File: src/rtl/mips_arb_pkg.sv
// Shared definitions for the MIPS fetch/data memory arbiter: FSM encoding and default sizing.
// Holds no logic, so it adds no latency and applies no backpressure.
package mips_arb_pkg;

   localparam int ADDR_W_DEF     = 10;
   localparam int STARVE_MAX_DEF = 4;
   localparam int STARVE_W       = 3;

   typedef enum logic [1:0] {
      IDLE,
      IF_ACC,
      DM_ACC,
      RESP
   } arb_state_t;

endpackage

File: src/rtl/mips_arb_starve_cnt.sv
// Counts consecutive data grants that overtook a waiting fetch; at_max is decoded from the register in the same cycle.
// Backpressure: none; it only observes grant events and never stalls anything.
module mips_arb_starve_cnt
   import mips_arb_pkg::*;
#(
   parameter int STARVE_MAX = STARVE_MAX_DEF
) (
   input  logic clk1,
   input  logic rst_n,
   input  logic inc,
   input  logic clr,
   output logic at_max
);

   logic [STARVE_W-1:0] cnt;

   always_ff @(posedge clk1) begin
      if (!rst_n) begin
         cnt <= '0;
      end else if (clr) begin
         cnt <= '0;
      end else if (inc && (cnt != '1)) begin
         cnt <= cnt + STARVE_W'(1);
      end
   end

   assign at_max = (cnt == STARVE_W'(STARVE_MAX));

endmodule

File: src/rtl/mips_mem_arbiter.sv
// Shares one single-port memory between fetch and data stages; grant is combinational, rvalid follows two cycles later at best.
// Backpressure: requesters hold until gnt; mem_ready=0 stretches the access indefinitely.
module mips_mem_arbiter
   import mips_arb_pkg::*;
#(
   parameter int ADDR_W     = ADDR_W_DEF,
   parameter int STARVE_MAX = STARVE_MAX_DEF
) (
   input  logic              clk1,
   input  logic              rst_n,
   input  logic              if_req,
   input  logic [ADDR_W-1:0] if_addr,
   output logic              if_gnt,
   output logic              if_rvalid,
   output logic [31:0]       if_rdata,
   input  logic              dm_req,
   input  logic              dm_we,
   input  logic [ADDR_W-1:0] dm_addr,
   input  logic [31:0]       dm_wdata,
   output logic              dm_gnt,
   output logic              dm_rvalid,
   output logic [31:0]       dm_rdata,
   input  logic              halt,
   output logic              mem_en,
   output logic              mem_we,
   output logic [ADDR_W-1:0] mem_addr,
   output logic [31:0]       mem_wdata,
   input  logic [31:0]       mem_rdata,
   input  logic              mem_ready,
   output logic              busy
);

   arb_state_t        state, state_nxt;
   logic              owner_dm;
   logic [ADDR_W-1:0] addr_q;
   logic              we_q;
   logic [31:0]       wdata_q;
   logic              if_elig;
   logic              grant_if;
   logic              grant_dm;
   logic              starve_hit;

   mips_arb_starve_cnt #(
      .STARVE_MAX (STARVE_MAX)
   ) u_starve (
      .clk1   (clk1),
      .rst_n  (rst_n),
      .inc    (grant_dm & if_elig),
      .clr    (grant_if | (grant_dm & ~if_elig)),
      .at_max (starve_hit)
   );

   always_comb begin
      if_elig   = if_req & ~halt;
      grant_if  = 1'b0;
      grant_dm  = 1'b0;
      state_nxt = state;
      // Grants are suppressed while reset is asserted so nothing is handed out to a dying access.
      if (state == IDLE && rst_n) begin
         grant_if = if_elig & (~dm_req | starve_hit);
         grant_dm = dm_req & ~grant_if;
      end
      case (state)
         IDLE: begin
            if (grant_if)      state_nxt = IF_ACC;
            else if (grant_dm) state_nxt = DM_ACC;
         end
         IF_ACC, DM_ACC: begin
            if (mem_ready) state_nxt = RESP;
         end
         RESP:    state_nxt = IDLE;
         default: state_nxt = IDLE;
      endcase
   end

   always_ff @(posedge clk1) begin
      if (!rst_n) begin
         state    <= IDLE;
         owner_dm <= 1'b0;
         addr_q   <= '0;
         we_q     <= 1'b0;
         wdata_q  <= '0;
         if_rdata <= '0;
         dm_rdata <= '0;
      end else begin
         state <= state_nxt;
         if (grant_if) begin
            owner_dm <= 1'b0;
            addr_q   <= if_addr;
            we_q     <= 1'b0;
         end else if (grant_dm) begin
            owner_dm <= 1'b1;
            addr_q   <= dm_addr;
            we_q     <= dm_we;
            wdata_q  <= dm_wdata;
         end
         if (state == IF_ACC && mem_ready) begin
            if_rdata <= mem_rdata;
         end
         // Write completions leave dm_rdata untouched.
         if (state == DM_ACC && mem_ready && !we_q) begin
            dm_rdata <= mem_rdata;
         end
      end
   end

   assign if_gnt    = grant_if;
   assign dm_gnt    = grant_dm;
   assign mem_en    = (state == IF_ACC) || (state == DM_ACC);
   assign mem_we    = (state == DM_ACC) && we_q;
   assign mem_addr  = addr_q;
   assign mem_wdata = wdata_q;
   assign if_rvalid = (state == RESP) && !owner_dm;
   assign dm_rvalid = (state == RESP) && owner_dm;
   assign busy      = (state != IDLE);

endmodule

File: config.mk
export PLATFORM = sky130hd
export DESIGN_NAME = mips_mem_arbiter
export DESIGN_NICKNAME = d
export VERILOG_FILES = /design/src/rtl/mips_arb_pkg.sv /design/src/rtl/mips_arb_starve_cnt.sv /design/src/rtl/mips_mem_arbiter.sv
export SDC_FILE = /design/constraint.sdc
export NUM_CORES = 1
export LEC_CHECK = 0
export ABC_CLOCK_PERIOD_IN_PS = 5350
export CAP_MARGIN = 20
export CORE_MARGIN = 2
export CORE_UTILIZATION = 38
export DETAILED_ROUTE_END_ITERATION = 12
export GPL_TIMING_DRIVEN = 0
export PLACE_DENSITY = 0.8
export SLEW_MARGIN = 20
export SYNTH_ARGS = -nofsm -noshare
export SYNTH_HDL_FRONTEND = slang
export SYNTH_HIERARCHICAL = 1
export SYNTH_SLANG_ARGS = --single-unit
File: constraint.sdc
create_clock -name clk1 -period 5.35 [get_ports clk1]
set_input_delay 1.07 -clock clk1 [delete_from_list [all_inputs] [get_ports clk1]]
set_output_delay 1.07 -clock clk1 [all_outputs]
set_load 0.02 [all_outputs]
== Word-level counts from Yosys, hierarchy flattened ==
Index checks and enable logic that the tools add are counted.

* Add/subtract/negate cells: 1
* Equal/unequal tests: 7
* Muxes and demuxes: 8
* Bitwise logic cells: 13
* Reductions and logical operators: 19

{| class="wikitable"
|+ Operators by type and width
! operator !! count
|-
| $mux 10 || 2
|-
| $logic_and 1x1->1 || 8
|-
| $mux 2 || 3
|-
| $ne 3x3->1 const B || 2
|-
| $not 1->1 || 6
|-
| $pmux 2 s3 || 1
|-
| $reduce_or 2->1 || 3
|-
| $and 1x1->1 || 5
|-
| $eq 2x2->1 const B || 2
|-
| $reduce_and 2->1 || 2
|-
| $reduce_bool 2->1 || 2
|-
| $add 3x1->3 const B || 1
|-
| $eq 3x3->1 const B || 1
|-
| $eq 2x1->1 const B || 1
|-
| $logic_not 1->1 || 2
|-
| $logic_not 2->1 || 1
|-
| $mux 1 || 2
|-
| $ne 2x2->1 const B || 1
|-
| $or 1x1->1 || 2
|-
| $logic_or 1x1->1 || 1
|}

* Flip-flop bits (word level): 113

== Longest topological paths before layout ==
Gate-level depths: netlist (run 1).

* Depth in word-level cells: 9
* Mapped depth: 10

== Hierarchy ==
Netlist (run 1), hierarchy kept.

{| class="wikitable"
|+ By module, submodules not included
! module !! times used !! cells an instance !! area an instance (sq um) !! sequential area each (sq um)
|-
| mips_mem_arbiter || 1 || 496 || 4017.6 || 2202.1
|-
| mips_arb_starve_cnt || 1 || 17 || 171.4 || 60.1
|}

== Worst setup path before layout (run 1) ==
No wires, ideal clock.

* Kind: input-to-output
* Start: in if_req
* End: out dm_gnt
* Arrival time: 1.728 ns
* Data required time: 4.280 ns
* Path slack: 2.552 ns
* Cell stages on the path: 5
* Cells stage by stage: nor2b_4 -> a21o_1 -> buf_6 -> inv_4 -> buf_4

* Cells in the longest elaborated chain, start to end: 5

{| class="wikitable"
|+ Ends and longest elaborated chain
! what !! RTL line !! RTL
|-
| start, declared || mips_mem_arbiter.sv:11 || <nowiki>input logic if_req,</nowiki>
|-
| $and 1x1->1 || mips_mem_arbiter.sv:54 || <nowiki>if_elig = if_req & ~halt;</nowiki>
|-
| $and 1x1->1 || mips_mem_arbiter.sv:60 || <nowiki>grant_if = if_elig & (~dm_req | starve_hit);</nowiki>
|-
| $not 1->1 || mips_mem_arbiter.sv:61 || <nowiki>grant_dm = dm_req & ~grant_if;</nowiki>
|-
| $and 1x1->1 || mips_mem_arbiter.sv:61 ||
|-
| $mux 1 || mips_mem_arbiter.sv:59 || <nowiki>if (state == IDLE && rst_n) begin</nowiki>
|-
| end, declared || mips_mem_arbiter.sv:20 || <nowiki>output logic dm_gnt,</nowiki>
|}

Every way passes these cells.

== Final worst setup path (run 1) ==
* Start: in rst_n
* End: out dm_gnt

* Cells in the longest elaborated chain, start to end: 2

{| class="wikitable"
|+ Ends and longest elaborated chain
! what !! RTL line !! RTL
|-
| start, declared || mips_mem_arbiter.sv:10 || <nowiki>input logic rst_n,</nowiki>
|-
| $logic_and 1x1->1 || mips_mem_arbiter.sv:59 ||
|-
| $mux 1 || mips_mem_arbiter.sv:59 ||
|}

Every way passes these cells.

==> results of run 1 <==
[sequential cells by signal (all words and copies together) (netlist names)]
name	flops
dm_rdata	32
if_rdata	32
mem_addr	10
mem_wdata	32
owner_dm	1
state	2
u_starve/cnt	3
we_q	1
[layer usage]
layer | wire length (um) | part of all wire
met5 | 0 | 0
met4 | 201 | 0.016
met1 | 5170 | 0.40
met3 | 851 | 0.067
met2 | 6550 | 0.51
[critical path, stage by stage]
cell             delay [ns]
clkdlybuf4s50_1        0.58
nand3_1                0.11
a21o_1                 0.17
buf_6                  0.14
inv_4                  0.10
buf_4                  0.18
clkdlybuf4s50_1        0.63
[per-stage QoR]
step	instance area, sq um	total power [mW]	setup WS, ns	std cells
floorplan	4190	1.44	2.55	513
global placement	6400	1.79	1.31	856
detailed placement	6400	1.81	1.30	856
CTS	6890	2.75	1.29	886
global route	6890	2.86	1.19	886
finish	6890	2.73	1.29	886
[layout by cell type (no fill, tap or decap), types with 2 or more instances in the layout]
cell / count
a21oi_1: 99
a222oi_1: 10
and2_1: 4
buf_1: 3
buf_2: 12
buf_4: 4
buf_6: 2
clkbuf_1: 19
clkbuf_16: 16
clkbuf_8: 3
clkdlybuf4s50_1: 203
clkinv_2: 6
dfxtp_1: 113
ha_1: 8
inv_1: 6
mux2i_1: 4
nand2_1: 195
nand2b_1: 2
nor2_1: 17
nor2b_1: 3
nor2b_4: 2
nor3_1: 3
[final cells by class]
type / instances / area, sq um
clock buffer: 23 / 457
multi-input combinational: 357 / 1720
timing repair buffer: 203 / 2030
buffer: 36 / 180
clock inverter: 7 / 37.5
fill: 934 / 3900
tap: 140 / 175
sequential: 113 / 2260
inverter: 7 / 28.8
[path summary, 6_finish.rpt]
| path | to | cells past startpoint |
|---|---|---|
| setup reg to reg | u_starve/cnt[2]$_SDFFE_PP0P_ | 10 |
| hold reg to reg | mem_wdata[4]$_SDFFE_PN0P_ | 2 |
| hold / removal | mem_wdata[4]$_SDFFE_PN0P_ | 2 |
| setup / recovery | dm_gnt | 7 |
[power by group through the flow]
stage / Sequential [mW] / Combinational [mW] / Clock (mW)
after floorplan: 1.12 / 0.322 / 0
after global placement: 1.01 / 0.778 / 0
after detailed placement: 1.01 / 0.793 / 0
after CTS: 0.998 / 0.798 / 0.953
after global routing: 1.01 / 0.858 / 1.00
final: 0.997 / 0.794 / 0.937
[cell families after synthesis]
group | count (synthesis)
AOI/OAI and AO/OA | 114
xor gates and xnor gates | 1
adders and majority gates | 8
buffers and inverters | 43
DFF | 113
muxes | 4
and+or+nand+nor | 230
==> metrics.txt, run 1 <==
Slew Limit Fails 0; CTS tree built; Final HPWL DP 9710 um; Synth Flop Type dfxtp_1; core area 0.0108 sq mm; number of setup buffers added after CTS 0; initial antenna violation count 0; Synth Area in Simple Gates 0.222; Starting Density 0.388; DIE AREA 0.0119 sq mm; share of the synthesized area in the top cell type 0.540; internal reg-to-reg setup slack 3.33 ns; post-synthesis mux area share 0.00956; met3 Track Usage GR 0.0592; dominant cell type by area after synthesis dfxtp_1; nets 834; Area Growth Syn to Fin 64.5%; HP Start mem_wdata[4]$_SDFFE_PN0P_; warnings from Yosys 6; Int Pwr 1.89 mW; clk_lat worst skew 0.50 ns; drt wl/cell 14.4 um; Slew headroom 0.657; critical path data required time 4.28 ns; EDFF count, synth 0; crit path launch type input pin; CP Launch Point rst_n; Slew @ Worst Pin 0.514 ns; Leak 2.50 nW; peak supply drop 0.203 mV; final hold slack 0.451 ns; setup TNS 0 ns; Fmax achieved 0.246 GHz; Num CTS Buffers 17; share of cells above drive strength 1 0.0684; CTS root buffer clkbuf_8; gr usage total 0.212; Hold Fails Final Rpt 0; xor and xnor fraction of the mapped netlist area 0.00209; Mapped Nets 612; die extent in x 109 um; fraction of registers with async set/reset 0; vias 4273; drt via density 4.82; global route hottest layer met2; data arrival time of the worst path 2.99 ns; fin crit share 0.760; final WL 12800 um; H-tree lvl count 4; count leader, synth nand2_1; post-CTS resize count 0; pwr/cell area 396 mW/mm^2; number of global-route vias before repair 4195; largest net degree at the start of global routing 17; Area contributors post-synth dfxtp_1, nand2_1, a21oi_1; sequential share of power 0.366; die height 109 um; initial DRC count 222; number of remaining DRC errors 0; largest family of logic cells by synthesized area simple AND/OR/NAND/NOR gates; PortBufs 203; Reg-to-Reg Start state[1]$_SDFFE_PN0P_; RSZ-0062 raised after global routing no; Synth cell types 29; Setup violations, final 0; global route overflow 0; Commonest cells post-synth nand2_1, dfxtp_1, a21oi_1; #FFs+latches synth 113; min cycle time layout 4.06 ns; post-synthesis instance area 0.00419 sq mm; Avg Cell Area, Syn 8.17 sq um; Max Buffers Root-to-Sink 2; outcome complete, no violations; hold_buf cts 0; Gate Count Post-Synth 513; clock-pin slew on the worst setup and hold paths 0.05 ns; critical path class in2out; GPL Wtd Cong 0.834; num rows 38; met1 Use GR 0.233; crit path max fanout 10; TritonCTS sink count 113; Post-Synth Adder-Cell Area 0.0239; sequential area share after synthesis 0.540; Worst Hold Class reg2reg; switching share of power 0.308; Max Cap Violations 0; Compound-Gate Fraction of Synth Area 0.153; clock power share 0.344; final core occ 0.638; ant diodes 0; kind of end point of the critical path output pin; Initial DRT Pass Iterations 5; global-route met2 utilization 0.384; Clock Skew 0.00976 ns; I/O pins 204; antenna-violating nets left 0; first-pass GRT wire length 19400 um; Comb pwr share 0.291; P_sw 0.842 mW
(Power assumes the default switching activity.)
==> inputs of run 2 (changes only) <==
--- a/config.mk
+++ b/config.mk
@@ -5,7 +5,7 @@
 export SDC_FILE = /design/constraint.sdc
 export NUM_CORES = 1
 export LEC_CHECK = 0
-export ABC_CLOCK_PERIOD_IN_PS = 5350
+export ABC_CLOCK_PERIOD_IN_PS = 4100
 export CAP_MARGIN = 20
 export CORE_MARGIN = 2
 export CORE_UTILIZATION = 38
==> constraint.sdc (replaced) <==
create_clock -name clk1 -period 4.1 [get_ports clk1]
set_input_delay 0.82 -clock clk1 [delete_from_list [all_inputs] [get_ports clk1]]
set_output_delay 0.82 -clock clk1 [all_outputs]
set_load 0.02 [all_outputs]
==> results of run 2 <==
The final DEF is identical to that of run 1. Status: complete, no violations.
Main changes from that run: setup slack after placement 1.30 ns -> 0.554 ns; setup slack after layout 1.29 ns -> 0.535 ns; register-to-register setup slack 3.33 ns -> 2.08 ns; total power 2.73 mW -> 3.56 mW; worst IR drop on VDD 0.203 mV -> 0.265 mV
